File: src/rtl/wave_meas_pkg.sv
// Shared FSM encoding, Schmitt state constants and the saturating increment
// used by the waveform measurement engine.
package wave_meas_pkg;

  typedef enum logic [1:0] {
    ST_IDLE  = 2'd0,
    ST_ARM   = 2'd1,
    ST_MEAS  = 2'd2,
    ST_LATCH = 2'd3
  } meas_state_t;

  localparam logic SCH_LOW  = 1'b0;
  localparam logic SCH_HIGH = 1'b1;

  // Increment that sticks at the all-ones value of a 'width'-bit counter.
  function automatic logic [31:0] sat_inc(input logic [31:0] value, input int unsigned width);
    logic [31:0] lim;
    lim = (width >= 32) ? 32'hFFFF_FFFF : ((32'd1 << width) - 32'd1);
    return (value >= lim) ? lim : (value + 32'd1);
  endfunction

endpackage

File: src/rtl/median3_filt.sv
// 3-tap median spike filter; dout is combinational with the third and later strobes.
// No backpressure: every in_valid is accepted; the first two after clr only fill history.
module median3_filt #(
  parameter int DW = 12
) (
  input  logic          clk,
  input  logic          rst,
  input  logic          clr,
  input  logic          in_valid,
  input  logic [DW-1:0] din,
  output logic          out_valid,
  output logic [DW-1:0] dout
);

  logic [DW-1:0] h0;
  logic [DW-1:0] h1;
  logic [1:0]    fill;
  logic [DW-1:0] lo01;
  logic [DW-1:0] hi01;

  always_ff @(posedge clk) begin
    if (rst || clr) begin
      h0   <= '0;
      h1   <= '0;
      fill <= 2'd0;
    end else if (in_valid) begin
      h1 <= h0;
      h0 <= din;
      if (fill != 2'd2) begin
        fill <= fill + 2'd1;
      end
    end
  end

  // Median = new sample clamped into the range spanned by the two history taps.
  always_comb begin
    lo01 = (h0 < h1) ? h0 : h1;
    hi01 = (h0 < h1) ? h1 : h0;
    if (din <= lo01) begin
      dout = lo01;
    end else if (din >= hi01) begin
      dout = hi01;
    end else begin
      dout = din;
    end
  end

  assign out_valid = in_valid && (fill == 2'd2);

endmodule

File: src/rtl/wave_meas.sv
// Gated max/min/p-p, hysteresis edge count and edge span on median-filtered samples.
// Results latch one cycle after the gate closes with a meas_valid pulse; no backpressure.
module wave_meas
  import wave_meas_pkg::*;
#(
  parameter int DW          = 12,
  parameter int GATE_CYCLES = 5_000_000,
  parameter int MID         = 2048,
  parameter int HYST        = 16,
  parameter int CNT_W       = 32
) (
  input  logic             clk,
  input  logic             rst,
  input  logic             din_valid,
  input  logic [DW-1:0]    din,
  input  logic             start,
  input  logic             cont,
  output logic             busy,
  output logic             meas_valid,
  output logic [DW-1:0]    vmax,
  output logic [DW-1:0]    vmin,
  output logic [DW-1:0]    vpp,
  output logic [CNT_W-1:0] edge_cnt,
  output logic [CNT_W-1:0] span_cyc,
  output logic             no_signal
);

  localparam int          GW        = (GATE_CYCLES > 1) ? $clog2(GATE_CYCLES) : 1;
  localparam logic [GW-1:0] GATE_LAST = GW'(GATE_CYCLES - 1);
  localparam logic [DW:0] TH_HI     = (DW+1)'(MID + HYST);
  localparam logic [DW:0] TH_LO     = (DW+1)'(MID - HYST);

  meas_state_t      state;
  meas_state_t      nstate;
  logic [GW-1:0]    gate_cnt;
  logic             gate_end;

  logic             f_vld;
  logic [DW-1:0]    f_dat;
  logic             rise;
  logic             fall;

  logic [DW-1:0]    acc_max;
  logic [DW-1:0]    acc_min;
  logic             acc_any;
  logic             sch;
  logic [CNT_W-1:0] edge_acc;
  logic             span_on;
  logic [CNT_W-1:0] span_run;
  logic [CNT_W-1:0] span_last;

  median3_filt #(
    .DW(DW)
  ) u_filt (
    .clk      (clk),
    .rst      (rst),
    .clr      (state == ST_ARM),
    .in_valid (din_valid && (state == ST_MEAS)),
    .din      (din),
    .out_valid(f_vld),
    .dout     (f_dat)
  );

  assign gate_end = (gate_cnt == GATE_LAST);
  assign rise     = f_vld && (sch == SCH_LOW)  && ({1'b0, f_dat} >= TH_HI);
  assign fall     = f_vld && (sch == SCH_HIGH) && ({1'b0, f_dat} <= TH_LO);

  // busy also covers LATCH when re-arming, so continuous mode never shows idle.
  always_comb begin
    nstate = state;
    busy   = 1'b0;
    unique case (state)
      ST_IDLE: begin
        if (start) begin
          nstate = ST_ARM;
        end
      end
      ST_ARM: begin
        busy   = 1'b1;
        nstate = ST_MEAS;
      end
      ST_MEAS: begin
        busy = 1'b1;
        if (gate_end) begin
          nstate = ST_LATCH;
        end
      end
      ST_LATCH: begin
        busy   = cont;
        nstate = cont ? ST_ARM : ST_IDLE;
      end
      default: nstate = ST_IDLE;
    endcase
  end

  always_ff @(posedge clk) begin
    if (rst) begin
      state <= ST_IDLE;
    end else begin
      state <= nstate;
    end
  end

  // Gate counter and accumulators.
  always_ff @(posedge clk) begin
    if (rst) begin
      gate_cnt  <= '0;
      acc_max   <= '0;
      acc_min   <= '1;
      acc_any   <= 1'b0;
      sch       <= SCH_LOW;
      edge_acc  <= '0;
      span_on   <= 1'b0;
      span_run  <= '0;
      span_last <= '0;
    end else if (state == ST_ARM) begin
      gate_cnt  <= '0;
      acc_max   <= '0;
      acc_min   <= '1;
      acc_any   <= 1'b0;
      sch       <= SCH_LOW;
      edge_acc  <= '0;
      span_on   <= 1'b0;
      span_run  <= '0;
      span_last <= '0;
    end else if (state == ST_MEAS) begin
      gate_cnt <= gate_end ? '0 : gate_cnt + GW'(1);
      if (f_vld) begin
        acc_any <= 1'b1;
        if (f_dat >= acc_max) begin
          acc_max <= f_dat;
        end
        if (f_dat <= acc_min) begin
          acc_min <= f_dat;
        end
      end
      if (rise) begin
        sch      <= SCH_HIGH;
        edge_acc <= CNT_W'(sat_inc(32'(edge_acc), CNT_W));
      end else if (fall) begin
        sch <= SCH_LOW;
      end
      // span_run reads k on the k-th cycle after the first rising edge.
      if (span_on || rise) begin
        span_run <= CNT_W'(sat_inc(32'(span_run), CNT_W));
      end
      if (rise) begin
        span_on <= 1'b1;
        if (span_on) begin
          span_last <= span_run;
        end
      end
    end
  end

  // Result registers update together and hold until the next LATCH.
  always_ff @(posedge clk) begin
    if (rst) begin
      meas_valid <= 1'b0;
      vmax       <= '0;
      vmin       <= '0;
      vpp        <= '0;
      edge_cnt   <= '0;
      span_cyc   <= '0;
      no_signal  <= 1'b0;
    end else begin
      meas_valid <= 1'b0;
      if (state == ST_LATCH) begin
        meas_valid <= 1'b1;
        if (acc_any) begin
          vmax      <= acc_max;
          vmin      <= acc_min;
          vpp       <= acc_max - acc_min;
          edge_cnt  <= edge_acc;
          span_cyc  <= span_last;
          no_signal <= 1'b0;
        end else begin
          vmax      <= '0;
          vmin      <= '0;
          vpp       <= '0;
          edge_cnt  <= '0;
          span_cyc  <= '0;
          no_signal <= 1'b1;
        end
      end
    end
  end

endmodule
File: config.mk
export PLATFORM = sky130hd
export DESIGN_NAME = wave_meas
export DESIGN_NICKNAME = d
export VERILOG_FILES = /design/src/rtl/wave_meas_pkg.sv /design/src/rtl/median3_filt.sv /design/src/rtl/wave_meas.sv
export SDC_FILE = /design/constraint.sdc
export NUM_CORES = 1
export LEC_CHECK = 0
export ABC_AREA = 1
export BUFFER_PORTS_ARGS = -buffer_cell sky130_fd_sc_hd__clkbuf_2
export CAP_MARGIN = 25
export CORE_MARGIN = 3
export CORE_UTILIZATION = 51
export DETAILED_ROUTE_END_ITERATION = 10
export PLACE_DENSITY = 0.75
export REMOVE_ABC_BUFFERS = 1
export SLEW_MARGIN = 20
export SYNTH_ARGS = -nofsm -noshare
export SYNTH_HDL_FRONTEND = slang
export SYNTH_SLANG_ARGS = --single-unit
File: constraint.sdc
create_clock -name clk -period 11.5 [get_ports clk]
set_clock_uncertainty 0.05 [all_clocks]
set_input_delay 2.3 -clock clk [delete_from_list [all_inputs] [get_ports clk]]
set_output_delay 2.3 -clock clk [all_outputs]
set_load 0.02 [all_outputs]
==> impl_metrics.env <==
export IMPL_vdd_drop_max_mv=0.214
export IMPL_ys_seq_elements=276
export IMPL_pre_cts_slack_ns=4.50
export IMPL_syn_area_per_cell_sq_um=6.95
export IMPL_wl_um=37200
export IMPL_fp_row_count=61
export IMPL_drc_errors=0
export IMPL_ys_types=47
export IMPL_synth_top_area_share_pct=37.0
export IMPL_critPathLaunchType="flip-flop"
export IMPL_drv_cap=0
export IMPL_layout_setup_ws_ns=4.71
export IMPL_diodes=0
export IMPL_synth_adder_area_share_pct=6.68
export IMPL_required_ns=11.88
export IMPL_crit_type="flip-flop to flip-flop"
export IMPL_track_usage_pct=23.4
export IMPL_synth_edf_count=0
export IMPL_post_route_period_util_pct=59.1
export IMPL_postCtsSetupBuffers=0
export IMPL_core_area_sq_um=28300
export IMPL_ys_async_sr_fraction_pct=0
export IMPL_outcome="complete, no violations"
export IMPL_viasPerCell=5.45
export IMPL_grt_pass1_vias=13100
export IMPL_hpwlAfterDp_um=25700
export IMPL_antenna_found_initial=0
export IMPL_setup_viol=0
export IMPL_synth_compound_area_share_pct=15.8
export IMPL_final_util_pct=58.9
export IMPL_worst_pin_slew_ns=0.821
export IMPL_synthFlopType="dfxtp_1"
export IMPL_synth_area_top_cells="dfxtp_1 37%, nand2_1 16%, a21oi_1 9.5%"
export IMPL_fp_dieW_um=177
export IMPL_drt_pass1_iterations=6
export IMPL_fin_nets=2301
export IMPL_drt_antenna_violating_nets=0
export IMPL_drtIter0Drc=1289
export IMPL_vias=14200
export IMPL_ctsHoldBuffers=0
export IMPL_io_pin_count=120
export IMPL_ys_warn_count=0
export IMPL_cpMostUsedCell="nand2_1"
export IMPL_grt_ovfl_total=0
export IMPL_relSlewSlack_pct=45.3
export IMPL_synth_xor_area_share_pct=2.41
export IMPL_syn_area_sq_um=14900
export IMPL_fillers=2664
export IMPL_powerDensity_nw_per_um2=237
export IMPL_clk_insertion_delay_late_ns=0.56
export IMPL_slew_violations=0
export IMPL_fin_crit_ns=6.79
export IMPL_ctsLongestPathBuffers=3
export IMPL_critPathMaxFanout=34
export IMPL_crit_arrival_ns=7.17
export IMPL_critPathCaptureType="flip-flop"
export IMPL_port_buffers=119
export IMPL_synth_area_leader_cell="dfxtp_1"
export IMPL_grt_first_pass_wirelength_um=62900
export IMPL_hp_class="flip-flop to flip-flop"
export IMPL_synth_most_common_cell="nand2_1"
export IMPL_htreeDepth=1
export IMPL_start_util_pct=52.7
export IMPL_clk_pin_slew_ns=0.06
export IMPL_setup_tns_final_ns=0
export IMPL_synth_simple_area_share_pct=29.3
export IMPL_final_cell_area_sq_um=16700
export IMPL_ys_seq_area_share_pct=37.0
export IMPL_grt_max_degree=105
export IMPL_dpl_instance_area_sq_um=15600
export IMPL_fin_total_pwr_w=0.00396
export IMPL_critical_path_max_stage_delay_ns=0.70
export IMPL_dieHeight_um=177
export IMPL_cts_tree="done"
export IMPL_cts_resized=0
export IMPL_clock_root_buffer="clkbuf_16"
export IMPL_numCtsBuffers=30
export IMPL_synth_top_family_by_area="simple AND/OR/NAND/NOR gates"
export IMPL_hold_violations=0
export IMPL_rsz0062_at_grt="no"
export IMPL_wl_per_cell_um=14.3
export IMPL_synthMuxAreaShare_pct=0
export IMPL_syn_inst=2147
export IMPL_gp_routability_congestion=0.963
export IMPL_synth_common_cells="617 x nand2_1, 282 x a21oi_1, 276 x dfxtp_1"
export IMPL_die_area_sq_um=31300
export IMPL_drive_gt1_share_pct=11.0
export IMPL_cts_sinks=276
export IMPL_power_leakage_nw=6.66
export IMPL_syn_to_final_growth_pct=11.8
export IMPL_fmaxAchievable_mhz=147
export IMPL_slowest_stage="nand3_1"
[cell usage in the layout (no fill, tap or decap), drive strengths merged]
cell and n:
nand2 624, a21oi 294, dfxtp 276, inv 199, clkbuf 158, nand3 126
nor2 105, o21ai 83, ha 78, nand4 70, nor3 35, o211ai 35
xor2 34, or2 19, nor4 19, buf 19, clkinv 10, xnor2 7
a211oi 5, bufinv 5, and2 4, o21bai 3, a31oi 3, a21o 2
or3 2, o21a 2, o2111ai 2, nand3b 1, o31ai 1, a2bb2oi 1
a221oi 1, a31o 1, fa 1
[power by group]
part	switching, W	total, W	internal (W)
registers	0.0000187	0.000999	0.000980
logic	0.00134	0.00193	0.000594
clock network	0.000390	0.00102	0.000632
total	0.00175	0.00396	0.00221
[area by class of cell]
type,instances,area (sq um),share of cell area (%)
Multi-Input combinational cell,1558,8100,48.5
Sequential cell,276,5530,33.1
Clock buffer,40,860,5.15
Timing Repair Buffer,137,777,4.66
Inverter,202,761,4.56
Tap cell,378,473,2.83
Clock inverter,12,193,1.15
[state kept, by name (all words and copies together) (netlist names)]
| register | cells |
|---|---|
| acc_any | 1 |
| span_run | 32 |
| span_last | 32 |
| u_filt.h0 | 12 |
| gate_cnt | 23 |
| sch | 1 |
| no_signal | 1 |
| span_on | 1 |
| meas_valid | 1 |
| vpp | 12 |
| acc_min | 12 |
| vmin | 12 |
| acc_max | 12 |
| vmax | 12 |
| u_filt.h1 | 12 |
| edge_acc | 32 |
| state | 2 |
| u_filt.fill | 2 |
| span_cyc | 32 |
| edge_cnt | 32 |
[per-layer routing]
| layer | GRT usage [%] | part of all wire, % |
|---|---|---|
| met2 | 38.1 | 45 |
| met1 | 32.8 | 47 |
| met4 | 6.42 | 2.5 |
| met5 | 0 | 0 |
| met3 | 2.81 | 5.4 |
[per-stage QoR]
stage | instances | hold slack, ns
2_1_floorplan | 2036 | 0.376
3_3_place_gp | 2547 | 0.385
3_5_place_dp | 2549 | 0.399
4_1_cts | 2601 | 0.408
5_1_grt | 2603 | 0.428
6_report | 2603 | 0.407
[worst paths after layout]
| kind | from | end | slack, ns | cells past startpoint |
|---|---|---|---|---|
| hold / removal | span_last[3]$_SDFFE_PP0P_ | span_cyc[3]$_SDFFE_PP0P_ | 0.41 | 2 |
| setup reg to reg | u_filt.h1[5]$_SDFFE_PP0P_ | acc_min[5]$_SDFFE_PP1P_ | 4.71 | 30 |
| hold reg to reg | span_last[3]$_SDFFE_PP0P_ | span_cyc[3]$_SDFFE_PP0P_ | 0.41 | 2 |
| setup / recovery | u_filt.h1[5]$_SDFFE_PP0P_ | acc_min[5]$_SDFFE_PP1P_ | 4.71 | 30 |
[critical path, delay by kind of cell (launching register included)]
family | cells | cell delay (ns)
AOI/OAI and AO/OA | 8 | 2.37
adders and majority gates | 3 | 0.90
buffers and inverters | 5 | 0.85
DFF | 1 | 0.34
and+or+nand+nor | 14 | 2.16
[kinds of logic (layout without fill, tap and decap cells)]
family,Yosys count,in the layout
and+or+nand+nor,1005,1005
xor gates and xnor gates,41,41
AOI/OAI and AO/OA,433,433
adders and majority gates,79,79
buffers and inverters,313,391
DFF,276,276
No activity file was read; power rests on OpenSTA's default activity.
